[src/rtl/simon_pkg.sv]
// Shared state type, note encodings and level table for the note-memory game.
package simon_pkg;

    typedef enum logic [2:0] {
        IDLE,
        LOAD,
        ARM,
        PLAY,
        LISTEN,
        PASS,
        FAIL,
        DONE
    } simon_state_e;

    localparam logic [3:0] NOTE_0 = 4'h1;
    localparam logic [3:0] NOTE_1 = 4'h2;
    localparam logic [3:0] NOTE_2 = 4'h4;
    localparam logic [3:0] NOTE_3 = 4'h8;

    // First note of each level sits in the top nibble; unused nibbles are zero.
    localparam logic [15:0] L0_DATA = 16'h1200;
    localparam logic [3:0]  L0_LEN  = 4'd2;
    localparam logic [15:0] L1_DATA = 16'h4180;
    localparam logic [3:0]  L1_LEN  = 4'd3;
    localparam logic [15:0] L2_DATA = 16'h2841;
    localparam logic [3:0]  L2_LEN  = 4'd4;
    localparam logic [15:0] L3_DATA = 16'h8124;
    localparam logic [3:0]  L3_LEN  = 4'd4;

endpackage

[src/rtl/simon_level_rom.sv]
// Combinational level table lookup; indices beyond the table fall back to level 0.
module simon_level_rom
    import simon_pkg::*;
(
    input  logic [2:0]  index,
    output logic [15:0] data,
    output logic [3:0]  length
);

    always_comb begin
        data   = L0_DATA;
        length = L0_LEN;
        case (index)
            3'd1: begin
                data   = L1_DATA;
                length = L1_LEN;
            end
            3'd2: begin
                data   = L2_DATA;
                length = L2_LEN;
            end
            3'd3: begin
                data   = L3_DATA;
                length = L3_LEN;
            end
            default: ;
        endcase
    end

endmodule

[src/rtl/simon_round_controller.sv]
// Level sequencer for the note-memory game: load, play back, listen, score.
// Define SIMON_INPUT_TIMEOUT_EN to fail the game when the player stalls in LISTEN.
module simon_round_controller
    import simon_pkg::*;
#(
    parameter int          NUM_LEVELS     = 4,
    parameter logic [31:0] TIMEOUT_CYCLES = 32'd250_000_000
) (
    input  logic         clock,
    input  logic         reset,
    input  logic         start_game,
    input  logic         key_valid,
    input  logic [3:0]   key_note,
    input  logic         done_playback,
    output logic         load_level,
    output logic         start_playback,
    output logic [15:0]  level_data,
    output logic [3:0]   level_length,
    output logic [2:0]   level_index,
    output logic [3:0]   score,
    output logic         listening,
    output logic         win,
    output logic         game_over,
    output logic         timed_out,
    output simon_state_e dbg_state
);

    simon_state_e state_q, state_d;
    logic [2:0]   level_index_q, level_index_d;
    logic [3:0]   score_q, score_d;
    logic         win_q, win_d;
    logic         game_over_q, game_over_d;
    logic         timed_out_q, timed_out_d;
    logic         load_level_q, load_level_d;
    logic         start_playback_q, start_playback_d;
    logic         listening_q, listening_d;
    logic [15:0]  level_data_q, level_data_d;
    logic [3:0]   level_length_q, level_length_d;
    logic [15:0]  exp_q, exp_d;
    logic [3:0]   remaining_q, remaining_d;
    logic [2:0]   rom_index;
    logic [15:0]  rom_data;
    logic [3:0]   rom_length;
`ifdef SIMON_INPUT_TIMEOUT_EN
    logic [31:0]  tmo_q, tmo_d;
`else
    logic         unused_timeout_cycles;
    assign unused_timeout_cycles = ^TIMEOUT_CYCLES;
`endif

    // LOAD is entered either fresh (level 0) or from PASS (next level).
    always_comb begin
        rom_index = level_index_q + 3'd1;
        if (state_q == IDLE || state_q == DONE) rom_index = 3'd0;
    end

    simon_level_rom u_rom (
        .index  (rom_index),
        .data   (rom_data),
        .length (rom_length)
    );

    always_comb begin
        state_d        = state_q;
        level_index_d  = level_index_q;
        score_d        = score_q;
        win_d          = win_q;
        game_over_d    = game_over_q;
        timed_out_d    = timed_out_q;
        level_data_d   = level_data_q;
        level_length_d = level_length_q;
        exp_d          = exp_q;
        remaining_d    = remaining_q;
`ifdef SIMON_INPUT_TIMEOUT_EN
        tmo_d          = tmo_q;
`endif
        case (state_q)
            IDLE, DONE: begin
                if (start_game) begin
                    state_d       = LOAD;
                    level_index_d = 3'd0;
                    score_d       = 4'd0;
                    win_d         = 1'b0;
                    game_over_d   = 1'b0;
                    timed_out_d   = 1'b0;
                end
            end
            LOAD: state_d = ARM;
            ARM:  state_d = PLAY;
            PLAY: begin
                if (done_playback) begin
                    state_d = LISTEN;
`ifdef SIMON_INPUT_TIMEOUT_EN
                    tmo_d   = TIMEOUT_CYCLES - 32'd1;
`endif
                end
            end
            LISTEN: begin
                // A key arriving on the expiry cycle takes priority over the timeout.
                if (key_valid) begin
                    if (key_note == exp_q[15:12]) begin
                        exp_d       = {exp_q[11:0], 4'h0};
                        remaining_d = remaining_q - 4'd1;
                        if (remaining_q == 4'd1) state_d = PASS;
`ifdef SIMON_INPUT_TIMEOUT_EN
                        tmo_d       = TIMEOUT_CYCLES - 32'd1;
`endif
                    end else begin
                        state_d     = FAIL;
                        game_over_d = 1'b1;
                    end
                end
`ifdef SIMON_INPUT_TIMEOUT_EN
                else if (tmo_q == 32'd0) begin
                    state_d     = FAIL;
                    game_over_d = 1'b1;
                    timed_out_d = 1'b1;
                end else begin
                    tmo_d = tmo_q - 32'd1;
                end
`endif
            end
            PASS: begin
                if (score_q != 4'd15) score_d = score_q + 4'd1;
                if (level_index_q == 3'(NUM_LEVELS - 1)) begin
                    state_d = DONE;
                    win_d   = 1'b1;
                end else begin
                    state_d       = LOAD;
                    level_index_d = level_index_q + 3'd1;
                end
            end
            FAIL:    state_d = DONE;
            default: state_d = IDLE;
        endcase

        if (state_d == LOAD) begin
            level_data_d   = rom_data;
            level_length_d = rom_length;
            exp_d          = rom_data;
            remaining_d    = rom_length;
        end

        load_level_d     = (state_d == LOAD);
        start_playback_d = (state_d == PLAY);
        listening_d      = (state_d == LISTEN);
    end

    always_ff @(posedge clock or posedge reset) begin
        if (reset) begin
            state_q          <= IDLE;
            level_index_q    <= 3'd0;
            score_q          <= 4'd0;
            win_q            <= 1'b0;
            game_over_q      <= 1'b0;
            timed_out_q      <= 1'b0;
            load_level_q     <= 1'b0;
            start_playback_q <= 1'b0;
            listening_q      <= 1'b0;
            level_data_q     <= 16'h0000;
            level_length_q   <= 4'd0;
            exp_q            <= 16'h0000;
            remaining_q      <= 4'd0;
`ifdef SIMON_INPUT_TIMEOUT_EN
            tmo_q            <= 32'd0;
`endif
        end else begin
            state_q          <= state_d;
            level_index_q    <= level_index_d;
            score_q          <= score_d;
            win_q            <= win_d;
            game_over_q      <= game_over_d;
            timed_out_q      <= timed_out_d;
            load_level_q     <= load_level_d;
            start_playback_q <= start_playback_d;
            listening_q      <= listening_d;
            level_data_q     <= level_data_d;
            level_length_q   <= level_length_d;
            exp_q            <= exp_d;
            remaining_q      <= remaining_d;
`ifdef SIMON_INPUT_TIMEOUT_EN
            tmo_q            <= tmo_d;
`endif
        end
    end

    assign load_level     = load_level_q;
    assign start_playback = start_playback_q;
    assign level_data     = level_data_q;
    assign level_length   = level_length_q;
    assign level_index    = level_index_q;
    assign score          = score_q;
    assign listening      = listening_q;
    assign win            = win_q;
    assign game_over      = game_over_q;
`ifdef SIMON_INPUT_TIMEOUT_EN
    assign timed_out      = timed_out_q;
`else
    assign timed_out      = 1'b0;
`endif
    assign dbg_state      = state_q;

endmodule

[config.mk]
export PLATFORM = sky130hd
export DESIGN_NAME = simon_round_controller
export DESIGN_NICKNAME = d
export VERILOG_FILES = /design/src/rtl/simon_pkg.sv /design/src/rtl/simon_level_rom.sv /design/src/rtl/simon_round_controller.sv
export SDC_FILE = /design/constraint.sdc
export NUM_CORES = 1
export LEC_CHECK = 0
export CELL_PAD_IN_SITES_DETAIL_PLACEMENT = 1
export CELL_PAD_IN_SITES_GLOBAL_PLACEMENT = 2
export CORE_MARGIN = 2
export CORE_UTILIZATION = 31
export DETAILED_ROUTE_END_ITERATION = 10
export PLACE_DENSITY = 0.81
export SLEW_MARGIN = 0
export SYNTH_ARGS = -nofsm -noshare
export SYNTH_HDL_FRONTEND = slang
export SYNTH_SLANG_ARGS = --single-unit
[constraint.sdc]
create_clock -name clock -period 2.5 [get_ports clock]
set_input_delay 0.625 -clock clock [delete_from_list [all_inputs] [get_ports clock]]
set_output_delay 0.625 -clock clock [all_outputs]
set_load 0.03 [all_outputs]
=== Word level (Yosys, flattened, before mapping) ===
Cells that the tools add are included.

* Register bits: 55
* Bits of input ports: 9
* Logic and storage cells: 82

* Add/sub/neg operators: 3
* Equality and inequality tests: 23
* Multiplexer cells: 30
* Reductions and logical operators: 14

{| class="wikitable"
|+ Operators by type and width
! kind !! number
|-
| 16-bit two-way mux || 4
|-
| 16-bit case mux with 3 select lines || 1
|-
| 3-bit two-way mux || 9
|-
| 4-bit two-way mux || 6
|-
| 3-bit case mux with 7 select lines || 1
|-
| 3-bit by 2-bit == test with 1-bit output (second input constant) || 6
|-
| 3-bit == test (second input constant) || 5
|-
| 2-bit inequality test (second input constant) || 6
|-
| 3-bit case mux with 2 select lines || 2
|-
| 3-bit AND reduction || 4
|-
| 2-bit nonzero test || 5
|-
| 3-bit by 1-bit == test with 1-bit output (second input constant) || 3
|-
| 4-bit case mux with 2 select lines || 1
|-
| 4-bit by 1-bit adder with 4-bit output (second input constant) || 1
|-
| 4-bit by 1-bit == test with 1-bit output (second input constant) || 1
|-
| 4-bit == test || 1
|-
| 1-bit two-way mux || 4
|-
| 4-bit inequality test (second input constant) || 1
|-
| 1-bit case mux with 2 select lines || 2
|-
| 4-bit AND reduction || 1
|-
| 2-bit OR reduction || 2
|-
| 4-bit by 1-bit subtractor with 4-bit output (second input constant) || 1
|-
| 3-bit by 1-bit adder with 3-bit output (second input constant) || 1
|-
| 3-bit zero test || 1
|-
| 1-bit logical OR || 1
|}

=== Logic depth before layout (Yosys ltp) ===
* Word-level depth: 8
* Gate-level depth with buffers: 10
* Gate-level depth less buffers: 9

=== Modules after synthesis ===
Synthesis repeated with hierarchy kept, for this count alone.

* Cell total of the unflattened synthesis: 234
* Area, all modules: 2957.8 µm²

{| class="wikitable"
|+ By module, submodules not included
! module !! instances !! cells each !! area each (µm²) !! seq. area each (µm²)
|-
| simon_round_controller || 1 || 213 || 2806.4 || 1376.3
|-
| simon_level_rom || 1 || 21 || 151.4 || 0.0
|}

=== Worst setup path after synthesis ===
Ideal clock, no wire load.

* Path kind: register to register
* Start: register level_index_q[0], in the netlist level_index[0]
* End: register level_data_q[12], in the netlist level_data[12]
* Library setup time: 0.125 ns
* Arrival: 2.099 ns
* Data required time: 2.375 ns
* Slack: 0.276 ns
* Stages on the path, launching flop included: 9
* Path buffers: 0
* Clock period less this slack: 2.224 ns
* Cell sequence: dfrtp_1 -> ha_1 -> ha_1 -> nor2_1 -> o21ai_0 -> a32oi_1 -> nand4b_4 -> inv_2 -> mux2_2

* Cells in the longest elaborated chain, start to end: 4
* Elaborated cells on any way between the ends: 10

{| class="wikitable"
|+ RTL lines
! item !! RTL line !! source
|-
| from (decl) || simon_round_controller.sv:29 || <nowiki>logic [2:0] level_index_q, level_index_d;</nowiki>
|-
| from (signal assigned) || simon_round_controller.sv:169 || <nowiki>level_index_q <= level_index_d;</nowiki>
|-
| 3-bit by 2-bit == test with 1-bit output || simon_round_controller.sv:125 || <nowiki>if (level_index_q == 3'(NUM_LEVELS - 1)) begin</nowiki>
|-
| 3-bit two-way mux || simon_round_controller.sv:125 ||
|-
| 3-bit case mux with 7 select lines || simon_round_controller.sv:77 || <nowiki>case (state_q)</nowiki>
|-
| 3-bit by 1-bit == test with 1-bit output || -- ||
|-
| net load_level_d || simon_round_controller.sv:34 || <nowiki>logic load_level_q, load_level_d;</nowiki>
|-
| to (signal assigned) || simon_round_controller.sv:177 || <nowiki>level_data_q <= level_data_d;</nowiki>
|-
| to (decl) || simon_round_controller.sv:37 || <nowiki>logic [15:0] level_data_q, level_data_d;</nowiki>
|}

The timed path passes the listed nets, and every way through them passes these cells.
A chain may end at the register's enable or synchronous reset.

=== Worst setup path after layout ===
* Start: input port key_note[1]
* End: register exp_q[15]

* Cells in the longest elaborated chain, start to end: 7
* Elaborated cells on any way between the ends: 10

{| class="wikitable"
|+ RTL lines
! item !! RTL line !! source
|-
| from (decl) || simon_round_controller.sv:13 || <nowiki>input logic [3:0] key_note,</nowiki>
|-
| 4-bit == test (*) || simon_round_controller.sv:101 || <nowiki>if (key_note == exp_q[15:12]) begin</nowiki>
|-
| 3-bit two-way mux || simon_round_controller.sv:101 ||
|-
| 3-bit two-way mux || simon_round_controller.sv:100 || <nowiki>if (key_valid) begin</nowiki>
|-
| 3-bit case mux with 7 select lines || simon_round_controller.sv:77 ||
|-
| 3-bit by 1-bit == test with 1-bit output || simon_round_controller.sv:137 || <nowiki>if (state_d == LOAD) begin</nowiki>
|-
| 2-bit nonzero test (no source line) || -- ||
|-
| 3-bit AND reduction (no source line) || -- ||
|-
| to (signal assigned) || simon_round_controller.sv:179 || <nowiki>exp_q <= exp_d;</nowiki>
|-
| to (decl) || simon_round_controller.sv:39 || <nowiki>logic [15:0] exp_q, exp_d;</nowiki>
|}

Mark *: on every way between the ends. The rest lies on a longest branch, timed or not.

==> impl.org <==
** Run status
- Result of the run :: complete, no violations

** STA
- Slew at the pin closest to its max-slew limit :: 0.511 ns
- Number of hold-slack violations in the final timing report :: 0
- Timing would allow up to roughly 420 MHz.
- Max-slew violation total from the final report :: 0
- Setup violations remaining at the end of the flow were counted as 0.
- Max_slew headroom :: 0.660
- Setup repair after global routing left no endpoint under its margin.
- Of the available clock period, the critical path in the final layout requires 0.945.
- Crit path setup slack, layout :: 0.137 ns
- The smallest clock period supported by the final layout is computed as 2.36 ns.
- Clock tree skew after final layout :: about 0.0039 ns
- Across all hold checks on the routed design, the worst slack comes to approximately 0.49 ns.

** Finish
- In the final layout, flip-flops and latches occupy ~980 µm².
- Fraction of layout cells with a size suffix above 1 :: 0.141
- Commonest non-fill, non-tap cells in the layout :: sky130_fd_sc_hd__dfrtp_1, sky130_fd_sc_hd__clkdlybuf4s50_1, sky130_fd_sc_hd__nand2_1
- The multi-input combinational cells in the finished layout cover a total of slightly below 900 µm².
- Final-layout fill cell count :: 729
- Relative to the synthesized area, the layout overhead comes to 29.7%.
- The number of antenna diodes in the final layout is 0.
- The net count of the finished layout is 269.
- Leaving out fill and tap cells, the most frequent cell in the layout is sky130_fd_sc_hd__dfrtp_1.

** GRT
- Across every metal layer, demand over resource in global routing totals 0.143.
- Via count of the first global-routing pass :: 1691
- Remaining Overflow, GRT :: 0
- The initial antenna violation count came to 0.
- First-pass GRT wire length :: 8190 µm
- Largest net degree at the start of global routing :: 40

** Synth
- Top-area cell type share of the netlist area :: 0.479
- The largest total area in the synthesized netlist belongs to sky130_fd_sc_hd__dfrtp_1.
- A synthesized cell averages a little under 10 µm².
- Synthesis instantiated between 40 and 50 different standard cells from the library.
- The synthesized design contains 39 register bits.
- The mapped netlist covers roughly 2000 µm².
- The Yosys step of the flow raised 0 warnings.
- Main synth FF type :: sky130_fd_sc_hd__dfrtp_1
- Ranked by total cell area, the synthesized netlist is headed by sky130_fd_sc_hd__dfrtp_1, sky130_fd_sc_hd__buf_4, sky130_fd_sc_hd__nand2_1.
- The synthesized design contains 0 enable-type register cells.
- In the synthesized netlist the async set-or-reset flop fraction comes to 1.00.
- Share of the yosys chip area belonging to registers :: 0.479
- Synthesis produced a netlist whose cell count is approximately 210.

** Detailed routing
- Routed wire per std cell :: 14.4 µm
- After detailed routing, the total wire length is 4780 µm.
- After the first detailed-routing iteration, the DRC count stood at 87.
- Detailed routing inserted a total of 1596 vias.
- Via-to-Cell Ratio :: between 4 and 5
- The count of nets left with antenna violations once routing finished came out at 0.
- Final routed DRC violation total :: 0
- First-pass detailed-route iteration total :: 3

** Place
- Buffers added on ports :: 38
- Routability-driven placement finished with a final weighted congestion of 0.764.
- Detailed placement finished with a half-perimeter wire length of 3460 µm.
- Setup WS pre-CTS :: -0.180 ns

** Clock network
- Post-CTS setup buffers :: 0
- The later pin in the worst-skew pair is clocked with a latency of 0.29 ns.
- Number of levels the H-tree was split into :: 2
- In this run, post-CTS repair resized a total of 0 instances.
- After clock tree synthesis, the flow added hold-fix buffers numbering 0.
- Clock tree synthesis selected as its root buffer the cell sky130_fd_sc_hd__clkbuf_8.
- The tree built by TritonCTS fans out to 39 sinks.
- After clock tree synthesis, the clock-pin slew on the worst setup and hold paths is 0.08 ns.
- Counting along the longest clock path gives a buffer depth of 2.
- Inserted Clock Buffers :: 5
- TritonCTS built the clock tree.

** Critical path
- STA classifies the critical path startpoint as an input pin.
- Kind of end point of the critical path :: flop
- Critical path start-end classification :: input pin to flop
- Maximum fanout encountered on the critical timing path :: 15
- Critical Path RT :: 2.72 ns
- Crit path arrival time :: ~2.6 ns

** Pwr
- Dividing total power by cell area gives a power density of 1300 nW/µm².
- Highest ir drop seen on vdd :: between 0.0005 and 0.0006 V
- Cell leakage power :: 1.20 nW

** Min path
- The min-delay analysis places its worst path in the category flop to flop.

** Floorplanning
- The floorplan step defined a die boundary enclosing roughly 7200 µm².
- Width of the chip :: 85.1 µm
- For this design the top-level I/O count stands at 45.
- The initial utilization of the core area, before any placement, comes to 0.321.
- In this run the vertical extent of the chip is 85.1 µm.
- Placeable core region :: 6350 µm²
- Number of rows created at floorplan :: 29

** Flow run
- Max-cap violations :: 0
power breakdown:
part | internal (mW) | total (mW) | switching, mW
clock | 0.399 | 0.628 | 0.229
sequential | 0.850 | 1.05 | 0.197
combinational | 0.776 | 1.77 | 0.993
area by class of cell:
cell class	count	share of cell area
Clock buffer	6	0.0274
Timing Repair Buffer	57	0.198
Tap cell	77	0.0364
Multi-Input combinational cell	143	0.334
Clock inverter	2	0.0227
Sequential cell	39	0.369
Inverter	9	0.0128
worst max-delay path, cell delays in order:
cell,delay [ns]
sky130_fd_sc_hd__clkdlybuf4s50_1,0.48
sky130_fd_sc_hd__xnor2_1,0.12
sky130_fd_sc_hd__nand4_1,0.23
sky130_fd_sc_hd__a32oi_1,0.38
sky130_fd_sc_hd__nand4b_4,0.19
sky130_fd_sc_hd__buf_4,0.23
sky130_fd_sc_hd__nor3_4,0.20
sky130_fd_sc_hd__o21bai_1,0.13
cells by family after synthesis:
| kind of cell | after synthesis | share of synthesized area |
|---|---|---|
| buffers and inverters | 31 | 0.0975 |
| DFF | 39 | 0.479 |
| AOI/OAI and AO/OA | 41 | 0.129 |
| and+or+nand+nor | 78 | 0.202 |
| other | 1 | 0.00184 |
| muxes | 5 | 0.0264 |
| adders and majority gates | 5 | 0.0307 |
| xor gates and xnor gates | 8 | 0.0344 |
metrics by stage:
step	area, µm²	TNS (ns)	utilization	cells	total power [mW]
after floorplan	2060	0	-	213	2.27
after global placement	2510	-0.709	0.396	325	2.82
after detailed placement	2510	-2.47	0.396	325	2.84
after CTS	2650	0	0.417	333	3.49
after global routing	2650	0	0.417	333	3.70
final	2650	0	0.417	333	3.44
registers in the layout, summed over array words and instances, names as in the netlist:
register	count
exp_q	13
level_data	4
remaining_q	4
score	4
dbg_state	3
level_index	3
level_length	3
game_over	1
listening	1
load_level	1
start_playback	1
win	1
worst paths after layout:
| kind | slack, ns | cells past startpoint | start | end |
|---|---|---|---|---|
| setup / recovery | 0.14 | 8 | key_note[1] | exp_q[15]$_DFFE_PP0P_ |
| hold / removal | 0.49 | 2 | exp_q[0]$_DFFE_PP0P_ | exp_q[4]$_DFFE_PP0P_ |
| setup reg to reg | 0.29 | 9 | level_index[1]$_DFFE_PP0P_ | exp_q[15]$_DFFE_PP0P_ |
| hold reg to reg | 0.49 | 2 | exp_q[0]$_DFFE_PP0P_ | exp_q[4]$_DFFE_PP0P_ |
| max in group asynchronous | 1.39 | 3 | reset | score[3]$_DFFE_PP0P_ |
| min in group asynchronous | 0.74 | 3 | reset | score[0]$_DFFE_PP0P_ |
metal layers:
| metal | track usage | vias up | routed length, µm |
|---|---|---|---|
| met3 | 0.0282 | 4 | 151 |
| met2 | 0.222 | 33 | 2200 |
| met5 | 0 | - | 0 |
| met1 | 0.199 | 781 | 2350 |
| met4 | 0.0519 | 0 | 80 |
| li1 | - | 778 | - |
synthesized netlist by cell type, types with 2 or more instances:
cell	number
sky130_fd_sc_hd__a21o_1	6
sky130_fd_sc_hd__a21oi_1	10
sky130_fd_sc_hd__a22o_1	2
sky130_fd_sc_hd__a31oi_1	4
sky130_fd_sc_hd__and2_1	2
sky130_fd_sc_hd__and3_1	3
sky130_fd_sc_hd__buf_2	3
sky130_fd_sc_hd__buf_4	15
sky130_fd_sc_hd__buf_6	3
sky130_fd_sc_hd__dfrtp_1	39
sky130_fd_sc_hd__ha_1	5
sky130_fd_sc_hd__inv_1	8
sky130_fd_sc_hd__mux2_2	3
sky130_fd_sc_hd__mux2i_1	2
sky130_fd_sc_hd__nand2_1	26
sky130_fd_sc_hd__nand2b_1	3
sky130_fd_sc_hd__nand3_1	6
sky130_fd_sc_hd__nand3b_1	2
sky130_fd_sc_hd__nand4_1	2
sky130_fd_sc_hd__nor2_1	17
sky130_fd_sc_hd__nor2b_1	2
sky130_fd_sc_hd__nor3_1	6
sky130_fd_sc_hd__o21ai_0	10
sky130_fd_sc_hd__xnor2_1	6
sky130_fd_sc_hd__xor2_1	2
Power figures use the tool's default switching activity.
